### config.mk
export PLATFORM = sky130hd
export DESIGN_NAME = seg_scan_decoder
export DESIGN_NICKNAME = d
export VERILOG_FILES = /design/src/rtl/seg_scan_decoder_pkg.sv /design/src/rtl/seg_scan_decoder_lut.sv /design/src/rtl/seg_scan_decoder.sv
export SDC_FILE = /design/constraint.sdc
export NUM_CORES = 1
export LEC_CHECK = 0
export ABC_AREA = 1
export CAP_MARGIN = 20
export CORE_MARGIN = 8
export CORE_UTILIZATION = 59
export DETAILED_ROUTE_END_ITERATION = 16
export GPL_TIMING_DRIVEN = 0
export HOLD_SLACK_MARGIN = 0.12
export PLACE_DENSITY = 0.94
export SETUP_SLACK_MARGIN = 0.4
export SLEW_MARGIN = 10
export SYNTH_ARGS = -nofsm -noshare
export SYNTH_HDL_FRONTEND = slang
export SYNTH_HIERARCHICAL = 1
export SYNTH_SLANG_ARGS = --single-unit
### constraint.sdc
create_clock -name clk -period 4 [get_ports clk]
set_input_delay 0.8 -clock clk [delete_from_list [all_inputs] [get_ports clk]]
set_output_delay 0.8 -clock clk [all_outputs]
set_load 0.03 [all_outputs]
### src/rtl/seg_scan_decoder_pkg.sv
// Shared 7-segment definitions: active-low glyph table, blank pattern,
// scan FSM states and the pattern-to-nibble lookup function.
package seg_pkg;

    // Index is the hex value, entry is the active-low g..a pattern.
    localparam logic [6:0] SEG_PATTERNS [16] = '{
        7'h40, 7'h79, 7'h24, 7'h30, 7'h19, 7'h12, 7'h02, 7'h78,
        7'h00, 7'h18, 7'h08, 7'h03, 7'h46, 7'h21, 7'h06, 7'h0E
    };

    localparam logic [6:0] SEG_BLANK = 7'h7F;

    typedef enum logic [1:0] {IDLE, TRACK, HOLD} scan_state_e;

    // Returns {legal, nibble}; nibble is 0 when the pattern is not a glyph.
    function automatic logic [4:0] seg_to_hex(input logic [6:0] seg7);
        logic [4:0] result;
        result = 5'd0;
        for (int i = 0; i < 16; i++) begin
            if (seg7 == SEG_PATTERNS[i]) begin
                result = {1'b1, 4'(i)};
            end
        end
        return result;
    endfunction

endpackage

### src/rtl/seg_scan_decoder_lut.sv
// Combinational active-low 7-segment pattern to {legal, nibble} lookup.
module seg_pattern_lut
    import seg_pkg::*;
(
    input  logic [6:0] seg7,
    output logic       legal,
    output logic [3:0] nibble
);

    always_comb begin
        {legal, nibble} = seg_to_hex(seg7);
    end

endmodule

### src/rtl/seg_scan_decoder.sv
// Scan-bus sniffer: recovers per-digit hex/dp once a digit's pattern is stable.
// Define SEG_BLANK_EN to accept the all-segments-off pattern as a legal blank.
module seg_scan_decoder
    import seg_pkg::*;
#(
    parameter int NUM_DIGITS    = 4,
    parameter int STABLE_CYCLES = 4,
    parameter int CNT_W         = 3
) (
    input  logic                    clk,
    input  logic                    rst_n,
    input  logic [7:0]              seg,
    input  logic [NUM_DIGITS-1:0]   an,
    output logic [4*NUM_DIGITS-1:0] hex,
    output logic [NUM_DIGITS-1:0]   dp,
    output logic [NUM_DIGITS-1:0]   valid,
    output logic                    err,
    output logic                    frame_done
);

    localparam int SAMPLE_W = 8 + NUM_DIGITS;

    logic [7:0]            seg_q;
    logic [NUM_DIGITS-1:0] an_q;
    logic [SAMPLE_W-1:0]   prev_q;
    scan_state_e           state_q, state_d;
    logic [CNT_W-1:0]      cnt_q, cnt_d;
    logic [NUM_DIGITS-1:0] mask_q, mask_d;
    logic                  err_q, err_d;
    logic                  frame_done_q, frame_done_d;

    logic       one_hot;
    logic       changed;
    logic       capture;
    logic       store;
    logic       blank;
    logic       lut_legal;
    logic [3:0] lut_nibble;

    seg_pattern_lut u_lut (
        .seg7   (seg_q[6:0]),
        .legal  (lut_legal),
        .nibble (lut_nibble)
    );

`ifdef SEG_BLANK_EN
    assign blank = (seg_q[6:0] == SEG_BLANK);
`else
    assign blank = 1'b0;
`endif

    assign one_hot = $onehot(~an_q);
    assign changed = ({seg_q, an_q} != prev_q);

    always_comb begin
        state_d = state_q;
        cnt_d   = cnt_q;
        capture = 1'b0;
        if (!one_hot) begin
            state_d = IDLE;
            cnt_d   = '0;
        end else if (state_q == HOLD && !changed) begin
            state_d = HOLD;
        end else begin
            // Entering from IDLE or seeing a new sample starts a fresh run.
            cnt_d = (state_q == IDLE || changed) ? CNT_W'(1) : cnt_q + 1'b1;
            if (cnt_d == CNT_W'(STABLE_CYCLES)) begin
                capture = 1'b1;
                state_d = HOLD;
            end else begin
                state_d = TRACK;
            end
        end
    end

    assign store = capture & (lut_legal | blank);

    always_comb begin
        frame_done_d = &mask_q;
        err_d        = capture & ~lut_legal & ~blank;
        // A completed mask clears before the new digit's bit is recorded.
        mask_d       = (frame_done_d ? '0 : mask_q) | (store ? ~an_q : '0);
    end

    always_ff @(posedge clk or negedge rst_n) begin
        if (!rst_n) begin
            seg_q        <= 8'hFF;
            an_q         <= '1;
            prev_q       <= {8'hFF, {NUM_DIGITS{1'b1}}};
            state_q      <= IDLE;
            cnt_q        <= '0;
            mask_q       <= '0;
            err_q        <= 1'b0;
            frame_done_q <= 1'b0;
        end else begin
            seg_q        <= seg;
            an_q         <= an;
            prev_q       <= {seg_q, an_q};
            state_q      <= state_d;
            cnt_q        <= cnt_d;
            mask_q       <= mask_d;
            err_q        <= err_d;
            frame_done_q <= frame_done_d;
        end
    end

    generate
        for (genvar gi = 0; gi < NUM_DIGITS; gi++) begin : g_digit
            logic [3:0] hex_q, hex_d;
            logic       dp_q, dp_d;
            logic       valid_q, valid_d;
            logic       hit;

            assign hit = capture & ~an_q[gi];

            always_comb begin
                hex_d   = hex_q;
                dp_d    = dp_q;
                valid_d = valid_q;
                if (hit) begin
                    if (lut_legal) begin
                        hex_d   = lut_nibble;
                        dp_d    = ~seg_q[7];
                        valid_d = 1'b1;
                    end else if (blank) begin
                        hex_d   = 4'd0;
                        dp_d    = ~seg_q[7];
                        valid_d = 1'b0;
                    end else begin
                        valid_d = 1'b0;
                    end
                end
            end

            always_ff @(posedge clk or negedge rst_n) begin
                if (!rst_n) begin
                    hex_q   <= 4'd0;
                    dp_q    <= 1'b0;
                    valid_q <= 1'b0;
                end else begin
                    hex_q   <= hex_d;
                    dp_q    <= dp_d;
                    valid_q <= valid_d;
                end
            end

            assign hex[4*gi +: 4] = hex_q;
            assign dp[gi]         = dp_q;
            assign valid[gi]      = valid_q;
        end
    endgenerate

    assign err        = err_q;
    assign frame_done = frame_done_q;

endmodule

Word-level counts from Yosys, hierarchy flattened
Cells that the tools add are included.

Bits in registers: 59. Latch bits: 0. RAM bits: 0. ROM bits: 0. Output and inout port bits: 26. Logic and storage cells: 96. Memories kept: 0.

$add $sub $neg: 4. $mul: 0. Divide/modulo/power cells: 0. Magnitude comparators: 0. Equality and inequality tests: 20. Shift operators: 0. Multiplexer cells: 28. Bitwise operators: 14. Reductions and logical operators: 10.

Operators with widths (count): $mux W5 (16); $eq A7 B7 Y1 const B (4); $eq A7 B5 Y1 const B (3); $eq A7 B6 Y1 const B (3); $eq A7 B2 Y1 const B (2); $eq A7 B4 Y1 const B (2); $ne A12 B12 Y1 (1); $mux W3 (3); $mux W4 (2); $reduce_and A2 Y1 (4); $eq A7 B3 Y1 const B (1); $logic_not A7 Y1 (1); $and A1 B1 Y1 (6); $mux W2 (3); $not A1 Y1 (6); $add A1 B1 Y2 (2); $mux W1 (4); $not A4 Y4 (1); $or A4 B4 Y4 (1); $reduce_and A4 Y1 (1); $add A2 B2 Y3 (1); $add A3 B1 Y3 const B (1); $eq A3 B1 Y1 const B (1); $eq A3 B3 Y1 const B (1); other kinds (6) (6).

Logic depth before layout (Yosys ltp)
Gate-level depths: netlist of run 1.

Depth in word-level cells: 20. Mapped depth: 13. Mapped depth without buffers: 13.

By module
The synthesis of run 1 kept the hierarchy.

Modules (own cells, without submodules): seg_scan_decoder (times used 1, cells an instance 280, area each 2637.5 um2, seq. area each 1506.4 um2); seg_pattern_lut (times used 1, cells an instance 66, area each 330.3 um2, seq. area each 0.0 um2).

Worst setup path after synthesis of run 1
Ideal clock, no wire load.

Path kind: register to register. Start: register an_q[0]. End: register g_digit[0].hex_q[1]. Setup time: 119 ps. Arrival time: 2373 ps. Path slack: 1508 ps. Stages on the path, launching flop included: 11. Buffers on the path: 0. Cells stage by stage: dfstp_2 -> fa_1 -> inv_1 -> ha_1 -> ha_1 -> nor3_2 -> inv_1 -> nor2_2 -> nand4_2 -> nand2_1 -> nand2_1.

Cells in the longest elaborated chain, start to end: 9. Elaborated cells on any way between the ends: 16.

RTL lines: start: declaration (RTL line seg_scan_decoder.sv:24) `logic [NUM_DIGITS-1:0] an_q;`; start signal: assignment (RTL line seg_scan_decoder.sv:97) `an_q <= an;`; $ne A12 B12 Y1 (RTL line seg_scan_decoder.sv:53) `assign changed = ({seg_q, an_q} != prev_q);`; $logic_or A1 B1 Y1 (RTL line seg_scan_decoder.sv:66) `cnt_d = (state_q == IDLE || changed) ? CNT_W'(1) : cnt_q + 1'b1;`; $mux W3 (RTL line seg_scan_decoder.sv:66); $eq A3 B3 Y1 (RTL line seg_scan_decoder.sv:67) `if (cnt_d == CNT_W'(STABLE_CYCLES)) begin`; $mux W1 (RTL line seg_scan_decoder.sv:67); $mux W1 (RTL line seg_scan_decoder.sv:62) `end else if (state_q == HOLD && !changed) begin`; $mux W1 (RTL line seg_scan_decoder.sv:59) `if (!one_hot) begin`; $and A1 B1 Y1 (*) (RTL line seg_scan_decoder.sv:114) `assign hit = capture & ~an_q[gi];`; $reduce_and A2 Y1 (no line) (*); end signal: assignment (RTL line seg_scan_decoder.sv:137) `hex_q <= 4'd0;`; end signal: assignment (RTL line seg_scan_decoder.sv:141) `hex_q <= hex_d;`; end: declaration (RTL line seg_scan_decoder.sv:109) `logic [3:0] hex_q, hex_d;`.

Every way passes the cells marked *; elsewhere a longest branch is shown, timed or not. A chain may end at the register's enable or synchronous reset.

Worst setup path in the final report of run 1
Start: register an_q[1]. End: register g_digit[2].hex_q[2].

Cells in the longest elaborated chain, start to end: 9. Elaborated cells on any way between the ends: 15.

RTL lines (RTL line): $ne A12 B12 Y1 (seg_scan_decoder.sv:53); $logic_or A1 B1 Y1 (seg_scan_decoder.sv:66); $mux W3 (seg_scan_decoder.sv:66); $eq A3 B3 Y1 (seg_scan_decoder.sv:67); $mux W1 (seg_scan_decoder.sv:67); $mux W1 (seg_scan_decoder.sv:62); $mux W1 (*) (seg_scan_decoder.sv:59); $and A1 B1 Y1 (*) (seg_scan_decoder.sv:114); $reduce_and A2 Y1 (no line) (*); end signal: assignment (seg_scan_decoder.sv:137); end signal: assignment (seg_scan_decoder.sv:141); end: declaration (seg_scan_decoder.sv:109).

Marked as above.

==> qor.yml, run 1 <==
sta:
  period_share_pct: 72.0
  slew_headroom_pct: 61.1
  tns_ns: 0
  final_hold_viol_count: 0
  drv_slew: 0
  rsz0062_at_grt: "false"
  fmax_ghz: 0.347
  fin_worst_skew_ns: 0.00893
  worst_slack_ns: 1.12
  setup_viol: 0
  finalCriticalPeriod_ns: 2.88
  worstMarginPinSlew_ns: 0.583
floorplanning:
  num_rows: 26
  dieHeight_um: 86.9
  fp.dieW_um: 86.9
  pin_count: 40
  initial_utilization_pct: 59.6
  die-area_mm2: 0.00756
  coreArea_mm2: 0.00498
cts:
  cts_resized: 0
  numClockSinks: 59
  postCtsHoldBufs: 0
  tritoncts: "yes"
  post_cts_buffers: 0
  cts.path.max_buffers: 2
  clk_latency_ns: 0.35
  numCtsBuffers: 9
  cts_root_buffer: "clkbuf_8"
  cts.htree.levels: 3
  clk_pin_slew_ns: 0.06
synth:
  synth.distinct_cells: 32
  synth_cells: 346
  synth.net_count: 364
  synth_area_mm2: 0.00297
  avgSynthCellArea_um2: 8.58
  synth_area_leader_cell: "dfrtp_1"
  synth_top_area_share_pct: 29.5
  yosysWarningCount: 6
  synth_seq_area_share_pct: 50.8
  netlist_top_cells_area: "dfrtp_1, dfstp_2, nand2_1"
  ys_ff_latch: 59
power_and_ir_drop:
  p_per_area_mw_per_mm2: 392
  p_leak_uw: 0.00190
  total_power_uw: 1460
  vdd_drop_max_mv: 0.285
worst_hold_path:
  worst_hold_path.num_cells: 0
  hp-class: "register to register"
  min-delay-start: "seg_q[7]$_DFF_PN1_"
  holdPathEnd: "prev_q[11]$_DFF_PN1_"
final_layout:
  layoutNonFillerInstCount: 472
  fillCellCount: 329
  n_antenna_cell: 0
  area_growth_pct: 25.4
  drive_gt1_share_pct: 23.6
  final_nets: 415
worst_setup_path:
  cp_max_fo: 7
  required_ns: 4.23
  worstRegToRegCells: 10
  crit_type: "register to register"
  reg2reg_from: "an_q[1]$_DFF_PN1_"
  arrival_ns: 3.11
  reg2reg_slack_ns: 1.12
  crit_path_end_kind: "register"
  start_kind: "register"
  r2r-end: "g_digit[2].hex_q[2]$_DFFE_PN0P_"
grt:
  grt_pass1_wl_mm: 11.1
  grt.overflow.total: 0
  antenna_found_initial: 0
  track_usage_pct: 19.1
  first_global_vias: 2490
  grt_max_degree: 34
drt:
  vias: 2453
  final_antenna_net_count: 0
  drt-pass1-iter-count: 4
  drc: 0
  routed_via_density: 5.20
  wire_per_inst_um: 13.7
  drtIter0Drc: 114
  drt-total-wl_mm: 6.47
job:
  cap_violations: 0
placed_design:
  io_buffers: 39
  place.gp.congestion: 0.909
  hpwl_mm: 4.78
  dp_cells: 456
  place_ws_ns: 1.18
outcome:
  status: "completed"
-- critical path, cell delays in order (launching register included) --
cell	delay, ns
dfstp_2	0.61
fa_1	0.43
inv_1	0.06
ha_1	0.14
ha_1	0.23
nor3_2	0.37
inv_1	0.12
nor2_2	0.33
nand4_2	0.28
nand2_1	0.13
nand2_1	0.07
-- worst max-delay path by stage --
stage / from / end / depth (start not counted)
finish: an_q[1]$_DFF_PN1_ / g_digit[2].hex_q[2]$_DFFE_PN0P_ / 10
CTS: an_q[1]$_DFF_PN1_ / g_digit[2].hex_q[2]$_DFFE_PN0P_ / 10
global placement: rst_n / g_digit[1].valid_q$_DFFE_PN0P_ / 1
global route: an_q[1]$_DFF_PN1_ / g_digit[2].hex_q[2]$_DFFE_PN0P_ / 10
floorplan: an_q[0]$_DFF_PN1_ / g_digit[0].hex_q[1]$_DFFE_PN0P_ / 10
detailed placement: an_q[1]$_DFF_PN1_ / g_digit[1].hex_q[2]$_DFFE_PN0P_ / 10
-- Yosys cell counts --
cell type	count
o21ai_0	2
buf_6	2
or2_2	1
nor2_4	4
nand4_2	4
nand2_1	121
dfstp_2	24
buf_4	8
nand4_1	26
nand4_4	1
o21ai_1	2
nor3_1	3
inv_2	9
nand3_2	1
nand2_4	1
clkbuf_4	2
nor3_2	4
nand2_2	6
nand3_1	12
inv_4	1
xnor2_1	4
dfrtp_1	35
xor2_1	1
inv_1	35
buf_2	1
nor2_2	8
fa_1	1
and2_1	1
a21oi_1	2
o21a_1	2
nor2_1	19
ha_1	3
-- cells in the final DEF, fill, tap and decap left out --
master / count
nand2_1: 121
clkdlybuf4s50_1: 38
inv_1: 35
dfrtp_1: 35
nand4_1: 26
dfstp_2: 24
nor2_1: 19
nand3_1: 12
clkbuf_8: 12
inv_2: 9
nor2_2: 8
buf_4: 8
nand2_2: 6
xnor2_1: 4
nor2_4: 4
nor3_2: 4
nand4_2: 4
nor3_1: 3
ha_1: 3
bufinv_16: 3
buf_2: 2
clkbuf_4: 2
a21oi_1: 2
o21ai_0: 2
buf_6: 2
o21ai_1: 2
o21a_1: 2
inv_4: 1
xor2_1: 1
or2_2: 1
nand4_4: 1
fa_1: 1
clkinv_2: 1
buf_12: 1
nand3_2: 1
nand2_4: 1
and2_1: 1
-- per-stage QoR --
stage                     area [um^2]  hold WS (ns)  util, %
after floorplan                  2970         0.373        -
after global placement           3450         0.378     69.2
after detailed placement         3460         0.385     69.5
after CTS                        3720         0.392     74.8
after global routing             3720         0.399     74.8
final                            3720         0.392     74.8
-- cell families (layout without fill, tap and decap cells) --
| family | Yosys count | count (layout) | synth area share [%] |
|---|---|---|---|
| DFF | 59 | 59 | 50.8 |
| xor gates and xnor gates | 5 | 5 | 1.48 |
| adders and majority gates | 4 | 4 | 1.94 |
| AOI/OAI and AO/OA | 8 | 8 | 1.52 |
| buffers and inverters | 58 | 114 | 9.23 |
| and+or+nand+nor | 212 | 212 | 35.1 |
-- power breakdown --
part           internal [uW]  switching (uW)  total [uW]
registers                624            20.4         644
logic                   42.7            79.7         122
clock network            464             230         694
-- state kept, by name (all words and copies together), names as in the netlist --
register,cells
an_q,4
state_q,2
seg_q,8
frame_done,1
g_digit.valid_q,4
g_digit.dp_q,4
cnt_q,3
prev_q,12
err,1
g_digit.hex_q,16
mask_q,4
-- cell type report --
| type | instances | area [um^2] | area share (%) |
|---|---|---|---|
| tap | 70 | 87.6 | 2.35 |
| multi-input combinational | 229 | 1190 | 31.9 |
| timing repair buffer | 40 | 405 | 10.9 |
| buffer | 13 | 103 | 2.76 |
| inverter | 45 | 171 | 4.61 |
| sequential | 59 | 1510 | 40.5 |
| clock buffer | 12 | 165 | 4.44 |
| clock inverter | 4 | 95.1 | 2.56 |
-- metal layers --
layer	part of all wire, %	GRT usage [%]
met1	41	21.0
met2	51	32.8
met3	5.9	5.85
met4	2.7	9.08
met5	0	0
Power figures use the tool's default switching activity.
==> run 2, diff against run 1 <==
CORE_UTILIZATION = 49   (was 59)
PLACE_DENSITY = 0.84   (was 0.94)
clock period = 2.59 ns   (was 4 ns; I/O delays follow)
==> qor.yml, run 2 (same netlist as run 1, synthesis figures left out) <==
final_layout:
  final_common_cell: "nand2_1"
  multi_input_area_mm2: 0.00130
  seq_area_mm2: 0.00151
  drive_gt1_share_pct: 29.5
  n_antenna_cell: 0
  top_register: "g_digit.hex_q"
  top_regs: "g_digit.hex_q (16), prev_q (12), seg_q (8)"
  fillCellCount: 457
  final_cell_mix: "nand2_1, clkdlybuf4s50_1, dfrtp_1, inv_1, nand4_1"
  largest_register_ffs: 16
  final_nets: 426
  area_growth_pct: 29.2
  final_util_pct: 65.1
floorplanning:
  die-area_mm2: 0.00880
  coreArea_mm2: 0.00589
  initial_utilization_pct: 50.4
  num_rows: 28
  pin_count: 40
  fp.dieW_um: 93.8
  dieHeight_um: 93.8
worst_setup_path:
  arrival_ns: 2.66
  required_ns: 2.82
  worstRegToRegCells: 11
  crit_path_end_kind: "register"
  reg2reg_from: "an_q[1]$_DFF_PN1_"
  crit_type: "register to register"
  cp_max_fo: 7
  r2r-end: "g_digit[0].hex_q[1]$_DFFE_PN0P_"
  start_kind: "register"
  reg2reg_slack_ns: 0.16
cts:
  cts_root_buffer: "clkbuf_8"
  cts.path.max_buffers: 2
  numCtsBuffers: 9
  numClockSinks: 59
  cts.htree.levels: 3
  clk_pin_slew_ns: 0.07
  tritoncts: "yes"
  clk_latency_ns: 0.35
grt:
  first_global_vias: 2544
  grt_max_degree: 32
  antenna_found_initial: 0
  grt_pass1_wl_mm: 11.0
  track_usage_pct: 16.1
  grt.overflow.total: 0
sta:
  tns_ns: 0
  slew_headroom_pct: 56.2
  drv_slew: 0
  final_hold_viol_count: 0
  worstMarginPinSlew_ns: 0.657
  period_share_pct: 93.7
  finalCriticalPeriod_ns: 2.43
  rsz0062_at_grt: "true"
  setup_viol: 0
  fmax_ghz: 0.412
  fin_worst_skew_ns: 0.00984
drt:
  drtIter0Drc: 117
  wire_per_inst_um: 13.2
  final_antenna_net_count: 0
  vias: 2444
  drt-total-wl_mm: 6.46
  drc: 0
  routed_via_density: 5.01
  drt-pass1-iter-count: 4
power_and_ir_drop:
  p_per_area_mw_per_mm2: 511
  vdd_drop_max_mv: 0.344
  p_leak_uw: 0.00193
placed_design:
  place.gp.congestion: 0.844
  hpwl_mm: 4.77
  io_buffers: 39
outcome:
  status: "completed"
worst_hold_path:
  hp-class: "input port to asynchronous set/reset pin"
job:
  cap_violations: 0
==> run 2: final cells by class <==
cell class | instances | area share, %
Tap cell | 75 | 2.45
Inverter | 45 | 4.47
Multi-Input combinational cell | 229 | 33.8
Buffer | 13 | 2.68
Clock buffer | 9 | 3.23
Clock inverter | 7 | 1.14
Timing Repair Buffer | 51 | 12.9
Sequential cell | 59 | 39.3
==> run 2: through the flow <==
step	std cells	total power [uW]	worst slack [ns]	hold WS, ns	cell area (um^2)
2_1_floorplan	346	1140	0.300	0.222	3030
3_3_place_gp	460	1200	-0.695	0.377	3510
3_5_place_dp	461	1210	0.0259	0.380	3530
4_1_cts	486	1960	0.0912	0.212	3780
5_1_grt	488	2050	0.0485	0.247	3830
6_report	488	1960	0.163	0.203	3830
==> run 2: power by group <==
group | internal (uW) | leakage, uW | total, uW | switching, uW
clock | 342 | 0.0000852 | 718 | 376
sequential | 963 | 0.000740 | 992 | 29.1
combinational | 104 | 0.00110 | 251 | 147
==> run 2: worst max-delay path, cell delays in order (launching register included) <==
cell and delay, ns:
dfstp_2 0.57, fa_1 0.44, inv_2 0.08, ha_4 0.13, ha_4 0.20, nor3_4 0.19
inv_2 0.08, nor2_4 0.13, buf_6 0.13, nand4_4 0.17, nand2_1 0.12, nand2_1 0.05
==> run 2: metal layers <==
layer | GRT usage [%] | vias up | part of all wire [%]
li1 | - | 1212 | -
met1 | 16.7 | 1162 | 41
met2 | 27.0 | 54 | 51
met3 | 4.80 | 16 | 5.4
met4 | 11.6 | 0 | 2.9
met5 | 0 | - | 0
==> run 2: worst max-delay path by stage <==
stage                            startpoint                              end  slack, ns  depth (start not counted)
final                     an_q[1]$_DFF_PN1_  g_digit[0].hex_q[1]$_DFFE_PN0P_       0.16                         11
after global routing      an_q[3]$_DFF_PN1_  g_digit[2].hex_q[0]$_DFFE_PN0P_       0.05                         11
after CTS                 an_q[3]$_DFF_PN1_  g_digit[2].hex_q[0]$_DFFE_PN0P_       0.09                         11
after detailed placement  an_q[1]$_DFF_PN1_  g_digit[2].hex_q[3]$_DFFE_PN0P_       0.03                         10
after global placement                rst_n   g_digit[1].valid_q$_DFFE_PN0P_      -0.69                          1
after floorplan           an_q[3]$_DFF_PN1_  g_digit[0].hex_q[1]$_DFFE_PN0P_       0.30                         10
==> run 2: repair_timing <==
item | 4_1_cts | 5_1_grt
setup buffers | 9 | 2
cloned | 0 | 0
hold buffers | 0 | 0
pin swaps | 10 | 15
gates resized for setup | 6 | 12
setup endpoints to repair | 32 | 33
